<file path="src/rtl/mem_bus_pkg.sv">
// Shared types for the core data-port write buffer: bus widths, FSM states and
// the layout of one buffered store.
package mem_bus_pkg;

  localparam int AW       = 32;
  localparam int DW       = 32;
  localparam int WORD_OFS = 2;

  typedef enum logic [2:0] {
    IDLE,
    WR_REQ,
    RD_REQ,
    RD_WAIT,
    RD_DONE
  } wb_state_t;

  typedef struct packed {
    logic [AW-1:WORD_OFS] waddr;
    logic [DW-1:0]        data;
  } wb_entry_t;

endpackage

</file>
<file path="src/rtl/wb_fifo.sv">
// Store FIFO with a per-slot valid mask; every slot is visible so the load
// path can search the pending stores.
module wb_fifo
  import mem_bus_pkg::*;
#(
  parameter int DEPTH = 4,
  localparam int IW = $clog2(DEPTH),
  localparam int PW = IW + 1
) (
  input  logic                  clk,
  input  logic                  reset,
  input  logic                  push,
  input  wb_entry_t             push_entry,
  input  logic                  pop,
  output logic                  full,
  output logic                  empty,
  output logic [PW-1:0]         count,
  output wb_entry_t [DEPTH-1:0] entries,
  output logic [DEPTH-1:0]      valid,
  output logic [IW-1:0]         head_idx,
  output wb_entry_t             head
);

  logic [PW-1:0] wr_ptr;
  logic [PW-1:0] rd_ptr;
  logic          do_push;
  logic          do_pop;

  // One extra pointer bit tells a full ring from an empty one.
  assign full     = (wr_ptr[IW] != rd_ptr[IW]) && (wr_ptr[IW-1:0] == rd_ptr[IW-1:0]);
  assign empty    = (wr_ptr == rd_ptr);
  assign count    = wr_ptr - rd_ptr;
  assign head_idx = rd_ptr[IW-1:0];
  assign head     = entries[head_idx];
  assign do_push  = push && !full;
  assign do_pop   = pop && !empty;

  always_ff @(posedge clk or negedge reset) begin
    if (!reset) begin
      wr_ptr  <= '0;
      rd_ptr  <= '0;
      valid   <= '0;
      entries <= '0;
    end else begin
      if (do_push) begin
        entries[wr_ptr[IW-1:0]] <= push_entry;
        valid[wr_ptr[IW-1:0]]   <= 1'b1;
        wr_ptr                  <= wr_ptr + 1'b1;
      end
      if (do_pop) begin
        valid[rd_ptr[IW-1:0]] <= 1'b0;
        rd_ptr                <= rd_ptr + 1'b1;
      end
    end
  end

endmodule

</file>
<file path="src/rtl/dmem_write_buffer.sv">
// Posted-write buffer between the core data port and a slow req/ready/rvalid
// memory: stores retire at once, loads forward from the buffer or stall on a miss.
module dmem_write_buffer
  import mem_bus_pkg::*;
#(
  parameter int DEPTH = 4
) (
  input  logic          clk,
  input  logic          reset,
  input  logic          memwrite,
  input  logic          memread,
  input  logic [AW-1:0] addr,
  input  logic [DW-1:0] writedata,
  output logic [DW-1:0] readdata,
  output logic          stall,
  output logic          mem_req,
  output logic          mem_we,
  output logic [AW-1:0] mem_addr,
  output logic [DW-1:0] mem_wdata,
  input  logic          mem_ready,
  input  logic          mem_rvalid,
  input  logic [DW-1:0] mem_rdata,
  output wb_state_t     dbg_state
);

  localparam int IW = $clog2(DEPTH);
  localparam int PW = IW + 1;

  // Memory side is valid/ready: a request is taken on a cycle with
  // mem_req && mem_ready, and mem_we/mem_addr/mem_wdata stay put until then.

  wb_state_t             state, state_nx;
  logic                  full, empty, pop;
  logic [PW-1:0]         fifo_count;
  wb_entry_t [DEPTH-1:0] entries;
  logic [DEPTH-1:0]      valid;
  logic [IW-1:0]         head_idx;
  wb_entry_t             head;
  wb_entry_t             push_entry;
  logic                  is_load, load_miss, load_stall;
  logic                  fwd_hit;
  logic [DW-1:0]         fwd_data;
  logic [IW-1:0]         idx;
  logic [DW-1:0]         rdata_q;
  logic                  unused_bits;

  assign push_entry  = '{waddr: addr[AW-1:WORD_OFS], data: writedata};
  assign is_load     = memread && !memwrite;
  assign load_miss   = is_load && !fwd_hit;
  assign dbg_state   = state;
  assign unused_bits = ^{addr[WORD_OFS-1:0], fifo_count};

  wb_fifo #(.DEPTH(DEPTH)) u_fifo (
    .clk       (clk),
    .reset     (reset),
    .push      (memwrite),
    .push_entry(push_entry),
    .pop       (pop),
    .full      (full),
    .empty     (empty),
    .count     (fifo_count),
    .entries   (entries),
    .valid     (valid),
    .head_idx  (head_idx),
    .head      (head)
  );

  // Walk oldest to youngest so a later match overrides an earlier one.
  always_comb begin
    fwd_hit  = 1'b0;
    fwd_data = '0;
    idx      = '0;
    for (int i = 0; i < DEPTH; i++) begin
      idx = head_idx + IW'(i);
      if (valid[idx] && (entries[idx].waddr == addr[AW-1:WORD_OFS])) begin
        fwd_hit  = 1'b1;
        fwd_data = entries[idx].data;
      end
    end
  end

  always_comb begin
    state_nx   = state;
    pop        = 1'b0;
    mem_req    = 1'b0;
    mem_we     = 1'b0;
    mem_addr   = '0;
    mem_wdata  = '0;
    load_stall = 1'b0;
    case (state)
      IDLE: begin
        if (load_miss) begin
          load_stall = 1'b1;
          state_nx   = RD_REQ;
        end else if (!empty) begin
          state_nx = WR_REQ;
        end
      end
      WR_REQ: begin
        mem_req    = 1'b1;
        mem_we     = 1'b1;
        mem_addr   = {head.waddr, {WORD_OFS{1'b0}}};
        mem_wdata  = head.data;
        load_stall = load_miss;
        if (mem_ready) begin
          pop      = 1'b1;
          state_nx = IDLE;
        end
      end
      RD_REQ: begin
        mem_req    = 1'b1;
        mem_addr   = {addr[AW-1:WORD_OFS], {WORD_OFS{1'b0}}};
        load_stall = 1'b1;
        if (mem_ready) state_nx = RD_WAIT;
      end
      RD_WAIT: begin
        load_stall = 1'b1;
        if (mem_rvalid) state_nx = RD_DONE;
      end
      RD_DONE: state_nx = IDLE;
      default: state_nx = IDLE;
    endcase
  end

  // A full buffer holds the store even if a pop lands this cycle.
  assign stall    = load_stall || (memwrite && full);
  assign readdata = (is_load && fwd_hit && (state != RD_DONE)) ? fwd_data : rdata_q;

  always_ff @(posedge clk or negedge reset) begin
    if (!reset) begin
      state   <= IDLE;
      rdata_q <= '0;
    end else begin
      state <= state_nx;
      if ((state == RD_WAIT) && mem_rvalid) rdata_q <= mem_rdata;
    end
  end

  a_no_load_store: assert property (@(posedge clk) disable iff (!reset) !(memwrite && memread));

endmodule

</file>
<file path="config.mk">
export PLATFORM = sky130hd
export DESIGN_NAME = dmem_write_buffer
export DESIGN_NICKNAME = d
export VERILOG_FILES = /design/src/rtl/mem_bus_pkg.sv /design/src/rtl/wb_fifo.sv /design/src/rtl/dmem_write_buffer.sv
export SDC_FILE = /design/constraint.sdc
export NUM_CORES = 1
export LEC_CHECK = 0
export CAP_MARGIN = 20
export CORE_ASPECT_RATIO = 1.5
export CORE_MARGIN = 2
export CORE_UTILIZATION = 60
export DETAILED_ROUTE_END_ITERATION = 16
export HOLD_SLACK_MARGIN = 0.15
export PLACE_DENSITY = 0.82
export SLEW_MARGIN = 20
export SYNTH_ARGS = -nofsm -noshare
export SYNTH_HDL_FRONTEND = slang
export SYNTH_HIERARCHICAL = 1
export SYNTH_SLANG_ARGS = --single-unit
</file>
<file path="constraint.sdc">
create_clock -name clk -period 7.55 [get_ports clk]
set_input_delay 2.265 -clock clk [delete_from_list [all_inputs] [get_ports clk]]
set_output_delay 2.265 -clock clk [all_outputs]
set_load 0.03 [all_outputs]
</file>
==> results of run 1 <==
stage by stage:
step | instance area, µm² | total power, mW | worst slack, ps | setup TNS, ps | hold WS, ps
CTS | 29100 | 15.3 | -2.46 | -2.46 | 484
finish | 29900 | 15.9 | 10.7 | 0 | 484
global placement | 26800 | 12.9 | -765 | -16830 | 463
detailed placement | 26800 | 13.2 | -750 | -15820 | 464
global route | 29900 | 16.5 | -115 | -1300 | 510
floorplan | 23100 | 9.80 | 47.7 | 0 | 446
worst min-delay path, stage by stage, from the launching register on:
cell,delay [ps]
dfrtp_1,350
nand2_1,50
nand2_1,60
power groups by stage:
stage / clock (mW) / combinational (mW) / sequential, mW
after floorplan: 0 / 6.82 / 2.98
after global placement: 0 / 9.64 / 3.26
after detailed placement: 0 / 9.86 / 3.37
after CTS: 1.71 / 10.2 / 3.34
after global routing: 1.77 / 11.3 / 3.50
final: 1.70 / 10.8 / 3.38
layer usage:
metal  track usage (%)  share of wire, %  vias up
li1                  -                 -     8872
met1              43.1                33    10227
met2              70.6                50     1136
met3              5.39               6.9      457
met4              34.4                10        2
met5                 0             0.020        -
state kept, by name (all words and copies together), names as in the netlist:
name,count
u_fifo/entries,248
rdata_q,32
u_fifo/valid,4
dbg_state,3
u_fifo/rd_ptr,3
u_fifo/wr_ptr,3
placed cells by master (no fill, tap or decap), drive strengths merged, types with 6 or more instances in the layout:
master,n
a2111oi,8
a211oi,11
a21boi,19
a21oi,84
a221oi,6
a22o,37
a31oi,14
and2,49
buf,356
bufinv,6
clkbuf,54
clkdlybuf4s50,135
clkinv,8
dfrtp,293
ha,10
inv,21
mux2,301
mux2i,261
mux4,100
nand2,234
nand2b,18
nand3,12
nand4,22
nor2,43
nor2b,13
nor3,38
nor3b,6
nor4,11
nor4b,6
o211a,19
o211ai,21
o21ai,62
o22ai,42
o2bb2ai,12
o31a,8
or4,30
or4b,6
xnor2,82
xor2,12
layout make-up:
class / instances / area (µm²)
multi-input cells: 1664 / 15600
fillers: 2352 / 8290
flip-flops and latches: 293 / 7340
repair buffers: 513 / 5130
clock buffers: 41 / 893
well taps: 495 / 619
clock inverters: 15 / 228
inverters: 21 / 91.3
diodes: 1 / 2.50
worst paths after layout:
path / from / to / slack [ps]
setup / recovery: addr[27] / readdata[5] / 10
hold / removal: rdata_q[21] / rdata_q[21] / 480
setup reg to reg: u_fifo/rd_ptr[1] / dbg_state[0] / 3210
hold reg to reg: rdata_q[21] / rdata_q[21] / 480
max in group asynchronous: reset / u_fifo/entries[188] / 4340
min in group asynchronous: reset / rdata_q[29] / 1710
what timing repair did:
item	CTS	global route
pin swaps	51	69
gates cloned	9	2
buffers inserted	44	36
setup endpoints to repair	33	33
gates resized for setup	192	174
==> impl_metrics.ini, run 1 <==
[outcome]
status = finished clean

[yosys]
syn_inst = 2166
synth_warnings = 6
syn_avg_cell_area_um2 = 10.7
netlist_area_um2 = 23100

[clock_network]
clk_path_buf_depth = 3
cts_tree = done
clkLatencyLatePin_ps = 590
path_clk_slew_ps = 70
root_buffer = clkbuf_16
cts_hold_buf = 0
cts_buffers = 30
htreeDepth = 1
cts_sinks = 293

[critical_path]
cp_top_family = simple AND/OR/NAND/NOR gates
crit_type = in -> out
cp_num_buf_inv = 5
cp.depth = 14
worstPathMaxFanout = 6
path_common_cell = buf_12
arrival_ps = 5270
worstPathRequired_ps = 5290
cp_slowest_cell = or4_4
crit_path_end_kind = output pin
critPathMaxStageDelay_ps = 550
startpoint_type = input pin
r2r.worst_path.cells = 12
worstPathCellList = buf_6 > and2_4 > and2_4 > nor4_2 > o211ai_1 > or4_4 > and4bb_4 > buf_12 > buf_6 > buf_12 > mux2i_1 > or4_1 > a21oi_2 > buf_12

[layout]
nNetsFinal = 2635
area_growth_syn_to_layout_pct = 29.3
drive_above_1_share_pct = 38.9
final_util_pct = 78.3
final_cells = 3043

[die]
die_h_um = 244
rows = 88
coreArea_um2 = 38200
io_pins = 204
start_util_pct = 60.5
die-area_um2 = 40200
die_w_um = 164

[sta]
fmaxAchievable_mhz = 133
drv_slew = 0
fin_crit_sh_pct = 99.9
fin_crit_ps = 7540
finalHoldViolations = 0
skew_ps = 12.9
finalSetupViolations = 0
tightest_slew_ps = 1170
relSlewSlack_pct = 22.0
rsz0062_at_grt = yes

[min_path]
holdPathStages = 2
hp-class = reg -> reg

[place]
portBuffers = 199
hpwlAfterDp_mm = 56.3
gp_congestion = 1.10
placedCellCount = 2909

[grt]
overflow = 0
grt_pass1_vias = 21329
grt_max_degree = 117
antenna_found_initial = 1
grt_pass1_wl_mm = 124
grt_usage_pct = 40.7

[pwr]
swShare_pct = 46.7
internal-power_mw = 8.46
power_frac_seq_pct = 21.3
cellLeakagePower_nw = 12.3
combPwrFrac_pct = 68.0
max-vdd-ir-drop_mv = 0.473
p_switching_mw = 7.41
powerDensity_nw_per_um2 = 531
clockPowerShare_pct = 10.7

[routing]
drc_errors = 0
wl_per_cell_um = 27.9
drt-total-wl_mm = 84.8
via_per_inst = 6.80
via_count = 20694
drt-initial-drc-count = 1961
first_pass_iters = 6
antenna_left = 0

[run]
drv_cap = 0
No activity file was read; power rests on OpenSTA's default activity.
==> run 2: changes to the inputs <==
--- a/config.mk
+++ b/config.mk
@@ -12,6 +12,7 @@
 export DETAILED_ROUTE_END_ITERATION = 16
 export HOLD_SLACK_MARGIN = 0.15
 export PLACE_DENSITY = 0.82
+export SETUP_SLACK_MARGIN = 0.05
 export SLEW_MARGIN = 20
 export SYNTH_ARGS = -nofsm -noshare
 export SYNTH_HDL_FRONTEND = slang
==> run 2 against run 1 <==
The flow now finishes with violations (negative setup slack). Sequential share of layout area decreased by 0.096 points. Die area stayed put. Clock power fell by 5%. Clock skew fell by 2.4 ps. Setup slack worse by 49 ps. Non-clock buffer count decreased by 18. Register-to-register slack got worse by 50 ps. Design area increased by 0.39%. Final cell count shrank 0.62%. Sequential cell count is the same. Sequential power is essentially flat. Fmax is 0.64% lower.
==> impl_metrics.ini, run 2 (synthesis results as in run 1) <==
[critical_path]
arrival_ps = 5320
startpoint_type = input pin
cp_slowest_cell = or4b_4
cp_top_family = buffers and inverters
worstPathCellList = clkdlybuf4s15_2 > buf_12 > buf_6 > a2111oi_4 > buf_4 > o2111ai_4 > nor4_4 > or4b_4 > a41oi_4 > buf_6 > buf_12 > buf_16 > o22ai_2 > a31oi_1 > buf_4
cp_num_buf_inv = 8
worstPathRequired_ps = 5290
worstPathMaxFanout = 5
critPathMaxStageDelay_ps = 530
crit_path_end_kind = output pin
crit_type = in -> out

[grt]
grt_pass1_vias = 21558
overflow = 0
antenna_found_initial = 1
grt_pass1_wl_mm = 126
grt_max_degree = 183
grt_usage_pct = 41.6

[die]
io_pins = 204
coreArea_um2 = 38200
die_w_um = 164
die_h_um = 244
start_util_pct = 60.5
rows = 88
die-area_um2 = 40200

[sta]
rsz0062_at_grt = yes
finalHoldViolations = 0
relSlewSlack_pct = 26.6
hold-worst-slack_ps = 487
drv_slew = 0
fmaxAchievable_mhz = 132
finalSetupViolations = 4
fin_crit_sh_pct = 101
fin_crit_ps = 7590
tightest_slew_ps = 1100
skew_ps = 10.5
setup_slack_ps = -38.2

[layout]
drive_above_1_share_pct = 39.1
design_area_um2 = 30000
largest-register = u_fifo/entries
area_growth_syn_to_layout_pct = 29.8
nNetsFinal = 2618
most-common-layout-cells = 298 x mux2_2, 291 x dfrtp_1, 257 x mux2i_1
largest_reg_flops = 248
final_common_cell = mux2_2
reg.largest.list = u_fifo/entries: 248 flops, rdata_q: 32 flops, u_fifo/valid: 4 flops
n_fill_cell = 2288

[min_path]
hp-class = reg -> reg

[clock_network]
cts_tree = done
htreeDepth = 1
path_clk_slew_ps = 70
cts_buffers = 31
cts_sinks = 293
cts_hold_buf = 0
root_buffer = clkbuf_16
clkLatencyLatePin_ps = 600
clk_path_buf_depth = 3

[routing]
via_per_inst = 6.78
drt-initial-drc-count = 1994
antenna_left = 0
drc_errors = 0
drt-total-wl_mm = 84.5
wl_per_cell_um = 27.9
first_pass_iters = 6
via_count = 20506

[pwr]
max-vdd-ir-drop_mv = 0.340
cellLeakagePower_nw = 12.2
powerDensity_nw_per_um2 = 526

[outcome]
violations = negative setup slack
status = finished, violations left

[place]
post-place-ws_ps = -828
portBuffers = 199
postPlaceCellArea_um2 = 26700
gp_congestion = 1.08
hpwlAfterDp_mm = 56.2

[run]
drv_cap = 0
run 2: cell types whose count changed in the layout (fill, tap and decap cells not counted), sizes merged, moves of 3 or more:
| cell | before | now |
|---|---|---|
| buf | 356 | 339 |
| bufinv | 6 | 3 |
| clkbuf | 54 | 45 |
| clkdlybuf4s15 | 3 | 11 |
| clkinv | 8 | 4 |
| clkinvlp | 1 | 4 |
run 2: worst paths after layout:
kind	start	end	slack [ps]	depth (start not counted)
min in group asynchronous	reset	rdata_q[15]	1720	1
hold reg to reg	rdata_q[10]	rdata_q[10]	490	2
hold / removal	rdata_q[10]	rdata_q[10]	490	2
max in group asynchronous	reset	u_fifo/entries[176]	4340	3
setup / recovery	addr[9]	readdata[20]	-40	15
setup reg to reg	u_fifo/rd_ptr[1]	dbg_state[0]	3160	13
run 2: routing by layer:
metal | up-vias | GRT usage (%) | routed length [µm]
met5 | - | 0 | 0
li1 | 8825 | - | -
met3 | 448 | 6.14 | 5430
met4 | 0 | 34.5 | 8670
met2 | 1055 | 71.5 | 42300
met1 | 10178 | 44.7 | 28100
run 2: cell type report:
class,count,area (µm²),area share (%)
Sequential cell,293,7340,24.4
Tap cell,495,619,2.06
Antenna cell,1,2.50,0.00833
Clock buffer,44,915,3.05
Multi-Input combinational cell,1664,15800,52.6
Timing Repair Buffer,495,5130,17.1
Inverter,21,91.3,0.304
Clock inverter,11,151,0.504
run 2: power breakdown:
group	switching, mW	total [mW]	internal, mW	leakage, nW
registers	0.993	3.37	2.38	3.49
logic	5.73	10.8	5.10	8.20
clock network	0.669	1.61	0.941	0.511
run 2: repair_timing:
item	in CTS	in global routing
setup buffers	56	6
resized for setup	280	98
endpoints found under the setup margin	33	33
pin swaps	72	46
endpoints found under the hold margin	0	0
gates cloned	11	1
run 2: worst register-to-register path, cell delays in order (launching register included):
cell      delay [ps]
dfrtp_4          740
buf_12           360
buf_4            340
mux2i_1          270
mux2i_1          120
xnor2_1          290
a21boi_0         240
or4b_2           630
or4_1            440
nand4_1          260
buf_4            170
buf_4            100
o21ai_1           50
a221oi_1         260
run 2: stage by stage:
stage          power (mW)  instances  TNS, ps  utilization (%)
2_1_floorplan        9.80       2167        0                -
5_1_grt              16.5       3024    -1750             78.6
3_3_place_gp         12.9       2894   -23780             69.9
3_5_place_dp         13.2       2894   -21120             69.9
4_1_cts              15.4       3015        0             77.4
6_report             15.8       3024     -106             78.6
